**config.mk**
```make
export PLATFORM = sky130hd
export DESIGN_NAME = if_mem_bus_arbiter
export DESIGN_NICKNAME = d
export VERILOG_FILES = /design/src/rtl/if_mem_bus_arbiter.sv
export SDC_FILE = /design/constraint.sdc
export NUM_CORES = 1
export LEC_CHECK = 0
export BUFFER_PORTS_ARGS = -buffer_cell sky130_fd_sc_hd__buf_2
export CORE_ASPECT_RATIO = 1.2
export CORE_MARGIN = 2
export CORE_UTILIZATION = 47
export CTS_CLUSTER_SIZE = 12
export DETAILED_ROUTE_END_ITERATION = 10
export GPL_TIMING_DRIVEN = 0
export PLACE_DENSITY = 0.81
export SYNTH_ARGS = -nofsm -noshare
export SYNTH_HDL_FRONTEND = slang
export SYNTH_SLANG_ARGS = --single-unit
```
**constraint.sdc**
```tcl
create_clock -name clk -period 2.15 [get_ports clk]
set_input_delay 0.5375 -clock clk [delete_from_list [all_inputs] [get_ports clk]]
set_output_delay 0.5375 -clock clk [all_outputs]
set_load 0.02 [all_outputs]
```
**src/rtl/if_mem_bus_arbiter.sv**
```systemverilog
// Shares one external memory bus between instruction fetch and the MEM stage; MEM has fixed priority over IF.
// Optional BUS_TIMEOUT_EN macro adds an abort after TIMEOUT_CYCLES cycles without bus_ack_i.
module if_mem_bus_arbiter #(
    parameter int TIMEOUT_CYCLES = 16,
    parameter int TO_CNT_W       = 5
) (
    input  logic        clk,
    input  logic        rst,
    input  logic [5:0]  stall,
    input  logic        flush,
    input  logic        if_ce_i,
    input  logic [31:0] if_addr_i,
    output logic [31:0] if_data_o,
    output logic        if_stallreq_o,
    input  logic        mem_ce_i,
    input  logic        mem_we_i,
    input  logic [3:0]  mem_sel_i,
    input  logic [31:0] mem_addr_i,
    input  logic [31:0] mem_data_i,
    output logic [31:0] mem_data_o,
    output logic        mem_stallreq_o,
    output logic        bus_req_o,
    output logic        bus_we_o,
    output logic [3:0]  bus_sel_o,
    output logic [31:0] bus_addr_o,
    output logic [31:0] bus_wdata_o,
    input  logic [31:0] bus_rdata_i,
    input  logic        bus_ack_i,
    output logic        bus_err_o
);

    localparam logic NO_STOP = 1'b0;

    typedef enum logic [1:0] {
        ST_IDLE    = 2'd0,
        ST_IF_ACC  = 2'd1,
        ST_MEM_ACC = 2'd2
    } state_e;

    state_e      state_r;
    logic        if_valid_r;
    logic        mem_valid_r;
    logic        discard_r;
    logic        bus_req_r;
    logic        bus_we_r;
    logic [3:0]  bus_sel_r;
    logic [31:0] bus_addr_r;
    logic [31:0] bus_wdata_r;
    logic [31:0] if_data_r;
    logic [31:0] mem_data_r;

    logic        if_pend_s;
    logic        mem_pend_s;
    logic        abort_s;
    logic        done_s;
    logic        take_s;
    logic [31:0] result_s;
    logic        unused_stall_s;

`ifdef BUS_TIMEOUT_EN
    logic [TO_CNT_W-1:0] to_cnt_r;
    logic                bus_err_r;

    // Timeout fires on the last allowed request cycle; a same-cycle ack takes precedence.
    always_comb begin
        if ((state_r != ST_IDLE) && !bus_ack_i &&
            (to_cnt_r == TO_CNT_W'(TIMEOUT_CYCLES - 1))) begin
            abort_s = 1'b1;
        end else begin
            abort_s = 1'b0;
        end
    end

    assign bus_err_o = bus_err_r;
`else
    logic [TO_CNT_W-1:0] unused_to_cnt_s;

    assign unused_to_cnt_s = TO_CNT_W'(TIMEOUT_CYCLES);
    assign abort_s         = 1'b0;
    assign bus_err_o       = 1'b0;
`endif

    assign if_pend_s      = if_ce_i & ~if_valid_r;
    assign mem_pend_s     = mem_ce_i & ~mem_valid_r;
    assign if_stallreq_o  = if_pend_s;
    assign mem_stallreq_o = mem_pend_s;
    assign unused_stall_s = ^{stall[5], stall[3:2], stall[0]};

    // A flush arriving on the completing edge drops the result just like a discarded access.
    assign done_s   = (state_r != ST_IDLE) & (bus_ack_i | abort_s);
    assign take_s   = done_s & ~discard_r & ~flush;
    assign result_s = bus_ack_i ? bus_rdata_i : 32'h0000_0000;

    assign bus_req_o   = bus_req_r;
    assign bus_we_o    = bus_we_r;
    assign bus_sel_o   = bus_sel_r;
    assign bus_addr_o  = bus_addr_r;
    assign bus_wdata_o = bus_wdata_r;
    assign if_data_o   = if_data_r;
    assign mem_data_o  = mem_data_r;

    // Arbiter FSM, completion buffers and registered bus outputs.
    always_ff @(posedge clk) begin
        if (rst) begin
            state_r     <= ST_IDLE;
            if_valid_r  <= 1'b0;
            mem_valid_r <= 1'b0;
            discard_r   <= 1'b0;
            bus_req_r   <= 1'b0;
            bus_we_r    <= 1'b0;
            bus_sel_r   <= 4'b0000;
            bus_addr_r  <= 32'h0000_0000;
            bus_wdata_r <= 32'h0000_0000;
            if_data_r   <= 32'h0000_0000;
            mem_data_r  <= 32'h0000_0000;
`ifdef BUS_TIMEOUT_EN
            to_cnt_r    <= '0;
            bus_err_r   <= 1'b0;
`endif
        end else begin
`ifdef BUS_TIMEOUT_EN
            bus_err_r <= 1'b0;
`endif
            // Later assignments below override these clears, so a same-edge set wins.
            if (stall[1] == NO_STOP) begin
                if_valid_r <= 1'b0;
            end
            if (stall[4] == NO_STOP) begin
                mem_valid_r <= 1'b0;
            end
            if (flush) begin
                if_valid_r  <= 1'b0;
                mem_valid_r <= 1'b0;
            end

            case (state_r)
                ST_IDLE: begin
                    discard_r <= 1'b0;
                    if (!flush && mem_pend_s) begin
                        state_r     <= ST_MEM_ACC;
                        bus_req_r   <= 1'b1;
                        bus_we_r    <= mem_we_i;
                        bus_sel_r   <= mem_sel_i;
                        bus_addr_r  <= mem_addr_i;
                        bus_wdata_r <= mem_data_i;
`ifdef BUS_TIMEOUT_EN
                        to_cnt_r    <= '0;
`endif
                    end else if (!flush && if_pend_s) begin
                        state_r     <= ST_IF_ACC;
                        bus_req_r   <= 1'b1;
                        bus_we_r    <= 1'b0;
                        bus_sel_r   <= 4'b1111;
                        bus_addr_r  <= if_addr_i;
                        bus_wdata_r <= 32'h0000_0000;
`ifdef BUS_TIMEOUT_EN
                        to_cnt_r    <= '0;
`endif
                    end else begin
                        bus_req_r <= 1'b0;
                    end
                end
                ST_IF_ACC, ST_MEM_ACC: begin
                    if (done_s) begin
                        state_r   <= ST_IDLE;
                        bus_req_r <= 1'b0;
                        discard_r <= 1'b0;
`ifdef BUS_TIMEOUT_EN
                        bus_err_r <= abort_s;
`endif
                        if (take_s && (state_r == ST_IF_ACC)) begin
                            if_data_r  <= result_s;
                            if_valid_r <= 1'b1;
                        end else if (take_s) begin
                            mem_data_r  <= result_s;
                            mem_valid_r <= 1'b1;
                        end
                    end else begin
                        // The bus cycle is never abandoned on flush; only its result is.
                        if (flush) begin
                            discard_r <= 1'b1;
                        end
`ifdef BUS_TIMEOUT_EN
                        to_cnt_r <= to_cnt_r + TO_CNT_W'(1);
`endif
                    end
                end
                default: begin
                    state_r   <= ST_IDLE;
                    bus_req_r <= 1'b0;
                end
            endcase
        end
    end

endmodule
```
Word-level counts from Yosys, hierarchy flattened

Cells that the tools add are included.

Output and inout bits: 137
Register bits: 139
Logic and storage cells: 71

Multiplexer cells: 31
Equality and inequality tests: 5
Bitwise logic cells: 10
Reduce and logical (&&, ||, !) cells: 14

Operators with widths:

| operator           | number |
|---|---|
| $mux 32            | 5 |
| $mux 1             | 18 |
| $mux 4             | 2 |
| $mux 2             | 3 |
| $ne 3x3->1 const B | 2 |
| $reduce_and 2->1   | 3 |
| $reduce_bool 2->1  | 3 |
| $and 1x1->1        | 5 |
| $not 1->1          | 5 |
| $pmux 1 s2         | 2 |
| $pmux 2 s2         | 1 |
| $reduce_and 4->1   | 1 |
| $logic_and 1x1->1  | 3 |
| $reduce_and 3->1   | 1 |
| $eq 2x1->1 const B | 1 |
| $eq 2x2->1 const B | 1 |
| $logic_not 2->1    | 1 |
| $ne 2x2->1 const B | 1 |
| $reduce_or 2->1    | 1 |
| $logic_not 1->1    | 1 |

Depth between registers and ports, before layout

Depth after elaboration: 8
Depth in mapped cells: 7
Depth with buffers taken out: 5

Least setup slack after synthesis

Ideal clock, no wire load.

Path type: input -> output
Start point: in mem_ce_i
End point: out mem_stallreq_o
Cell stages on the path: 4
Required time: 1612 ps
Slack: 463 ps
Buffers on the path: 2
Data arrival time: 1150 ps
Cells stage by stage: nand2b_4 -> buf_4 -> clkbuf_1 -> inv_1

Longest elaborated chain between the ends: 1

Ends and longest elaborated chain:

| element            | line | source |
|---|---|---|
| start: declaration | 15   | `input logic mem_ce_i,` |
| $and 1x1->1        | 84   | `assign mem_pend_s = mem_ce_i & ~mem_valid_r;` |
| end: declaration   | 21   | `output logic mem_stallreq_o,` |

Every way passes these cells.

Worst setup path in the final report

Start point: reg mem_valid_r
End point: out mem_stallreq_o

Longest elaborated chain between the ends: 2

Ends and longest elaborated chain:

| element                  | line | source |
|---|---|---|
| start: declaration       | 42   | `logic mem_valid_r;` |
| start signal: assignment | 107  | `mem_valid_r <= 1'b0;` |
| start signal: assignment | 129  | `mem_valid_r <= 1'b0;` |
| start signal: assignment | 133  | `mem_valid_r <= 1'b0;` |
| $not 1->1                | 84   |  |
| $and 1x1->1              | 84   |  |

Every way passes these cells.

==> results.yml <==
run_status:
  status: "finished, final reports clean"
clock_tree:
  root_buffer: "clkbuf_16"
  cts.sinks: 139
  cts-hold-fix-buffers: 0
  cts_tree: "yes"
  cts_buffer_depth: 2
  clk_pin_slew_worst_paths_ps: 60
  clkLatencyLatePin_ps: 410
  cts_setup_buffers: 0
  cts.repair.resized: 0
  cts_max_level: 4
  numCtsBuffers: 17
sta:
  period_share: 0.870
  period_minus_slack_ps: 1870
  fin_ws_ps: 280
  drv_slew: 0
  setup_tns_ps: 0
  fmax_mhz: 535
  worst_pin_slew_ps: 578
  relSlewSlack: 0.614
  holdWs_ps: 339
  setup_viol: 0
  finalHoldViolCount: 0
  fin_skew_ps: 9.84
  rsz0062_at_grt: "false"
placement:
  placed_cell_area_um2: 7570
  dp_cells: 1036
  dpl.hpwl_um: 13000
  gp_congestion: 0.827
  port_buffers: 275
  dp_slack_ps: 73.5
logic_synthesis:
  yosysWarnings: 0
  async_flop_share: 0
  synth_enable_flop_cells: 0
  synth_cell_types: 34
  synth_top_family_by_area: "simple AND/OR/NAND/NOR gates"
  synthMuxAreaShare: 0.161
  syn_area_um2: 5990
  syn-instance-count: 597
  syn_nets: 744
  synthAdderAreaFrac: 0.00418
  synth-compound-area-share: 0.145
  seq_area_frac_synth: 0.465
  syn_avg_cell_area_um2: 10.0
  synthFlopType: "dfxtp_1"
  synthSimpleGateAreaFrac: 0.164
  ys_ff_latch: 139
  synth-xor-area-share: 0
power:
  p_total_mw: 6.61
  power_density_nw_per_um2: 813
  ir_drop_mv: 0.388
  p_leak_nw: 4.27
floorplan:
  core_um2: 12600
  start_util: 0.477
  num_io_pins: 282
  die_w_um: 107
  die_h_um: 128
  rows: 45
  die_area_um2: 13700
setup_path:
  end_kind: "output port"
  crit_chain: "nand2b_4 > buf_4 > inv_1 > buf_2"
  cpPeakStageDelay_ps: 330
  cp-start-kind: "flip-flop"
  critical_path_buf_inv_count: 3
  cp_max_fo: 19
  r2r-end: "mem_data_o[12]$_SDFFE_PP0P_"
  cp.depth: 4
  cp_top_family: "buffers and inverters"
  crit_path_end: "mem_stallreq_o"
  regToRegStartpoint: "state_r[0]$_SDFFE_PP0P_"
  cp-startpoint: "mem_valid_r$_SDFF_PP0_"
  slowest_stage: "dfxtp_1"
  crit_type: "reg2out"
  reg2reg_setup_slack_ps: 300
  crit_arrival_ps: 1330
  ff2ff_path_depth: 7
  crit_required_ps: 1610
route:
  postRouteAntennaNets: 0
  route.detailed.drc: 0
  drt_iter0_markers: 297
  drt-pass1-iter-count: 4
  wl_um: 17300
  routedWlPerCell_um: 16.2
  via_per_inst: 5.27
  routed-via-count: 5614
grt:
  grt_max_degree: 20
  antenna_found_initial: 0
  grt_use_total: 0.249
  grt_first_pass_wirelength_um: 27000
  grt_pass1_vias: 5517
  gr-total-overflow: 0
cells_and_area:
  diodes: 0
  layout_common_cells: "buf_2 (288), dfxtp_1 (139), nand2_1 (96), mux2i_1 (96), nand3_1 (64)"
  layout-drive-gt1-share: 0.407
  final_nets: 1036
  finalNonFillerCells: 1066
  final_util: 0.648
  design_area_um2: 8130
  nFillCells: 1060
  final_common_cell: "buf_2"
  syn2layout_area_growth_pct: 35.8
flow_run:
  maxCapViolCount: 0
worst_hold_path:
  min_path_type: "in2reg"
Yosys cell counts (2+ instances only):
cell type  number  area share
nor2b_1        33       0.034
nand3_1        64       0.054
o31ai_1         6      0.0075
buf_6           9       0.017
mux2i_1        96        0.16
o211ai_2       30       0.063
ha_1            2      0.0042
buf_2          13       0.011
a32o_1         33       0.055
nand2b_4        2      0.0046
clkbuf_1       23       0.014
a21oi_1         7      0.0059
dfxtp_1       139        0.46
inv_1          11      0.0069
o211ai_1        4      0.0050
nand2_1        96       0.060
buf_1           5      0.0031
buf_4           6      0.0075
nand3b_1        3      0.0038
where the power goes:
group	internal (mW)	switching (mW)
sequential	2.70	0.0620
combinational	0.405	0.612
clock	1.74	1.09
flip-flops by register name, summed over array words and instances, names as in the netlist:
register and count:
mem_data_o 32, bus_we_o 1, if_valid_r 1, discard_r 1, mem_valid_r 1, bus_addr_o 32
bus_req_o 1, if_data_o 32, state_r 2, bus_wdata_o 32, bus_sel_o 4
cell type report:
| type | count | area (um2) | share of cell area |
|---|---|---|---|
| plain buffers | 55 | 314 | 0.0386 |
| clock buffers | 21 | 450 | 0.0554 |
| clock inverters | 11 | 120 | 0.0148 |
| inverters | 11 | 41.3 | 0.00508 |
| multi-input cells | 390 | 2840 | 0.349 |
| flip-flops and latches | 139 | 2780 | 0.342 |
| well taps | 164 | 205 | 0.0252 |
| repair buffers | 275 | 1380 | 0.169 |
layer usage:
metal  track usage  wire, um
met1         0.287      7000
met2         0.445      8810
met3        0.0689      1180
met4        0.0794       264
met5             0         0
kinds of logic (layout without fill, tap and decap cells):
logic type | Yosys count | count (layout)
buffers and inverters | 68 | 373
AOI/OAI and AO/OA | 87 | 87
DFF | 139 | 139
adders and majority gates | 2 | 2
other | 1 | 1
and+or+nand+nor | 204 | 204
muxes | 96 | 96
worst min-delay path by stage:
stage,startpoint,to,slack (ps),cells past startpoint
2_1_floorplan,if_valid_r$_SDFF_PP0_,if_valid_r$_SDFF_PP0_,460,2
3_3_place_gp,bus_sel_o[2]$_SDFFE_PP0P_,bus_sel_o[2]$_SDFFE_PP0P_,430,2
3_5_place_dp,bus_sel_o[2]$_SDFFE_PP0P_,bus_sel_o[2]$_SDFFE_PP0P_,440,2
4_1_cts,mem_data_i[5],bus_wdata_o[5]$_SDFFE_PP0P_,330,2
5_1_grt,mem_data_i[5],bus_wdata_o[5]$_SDFFE_PP0P_,320,2
6_report,mem_data_i[30],bus_wdata_o[30]$_SDFFE_PP0P_,340,2
No activity file was read; power rests on OpenSTA's default activity.
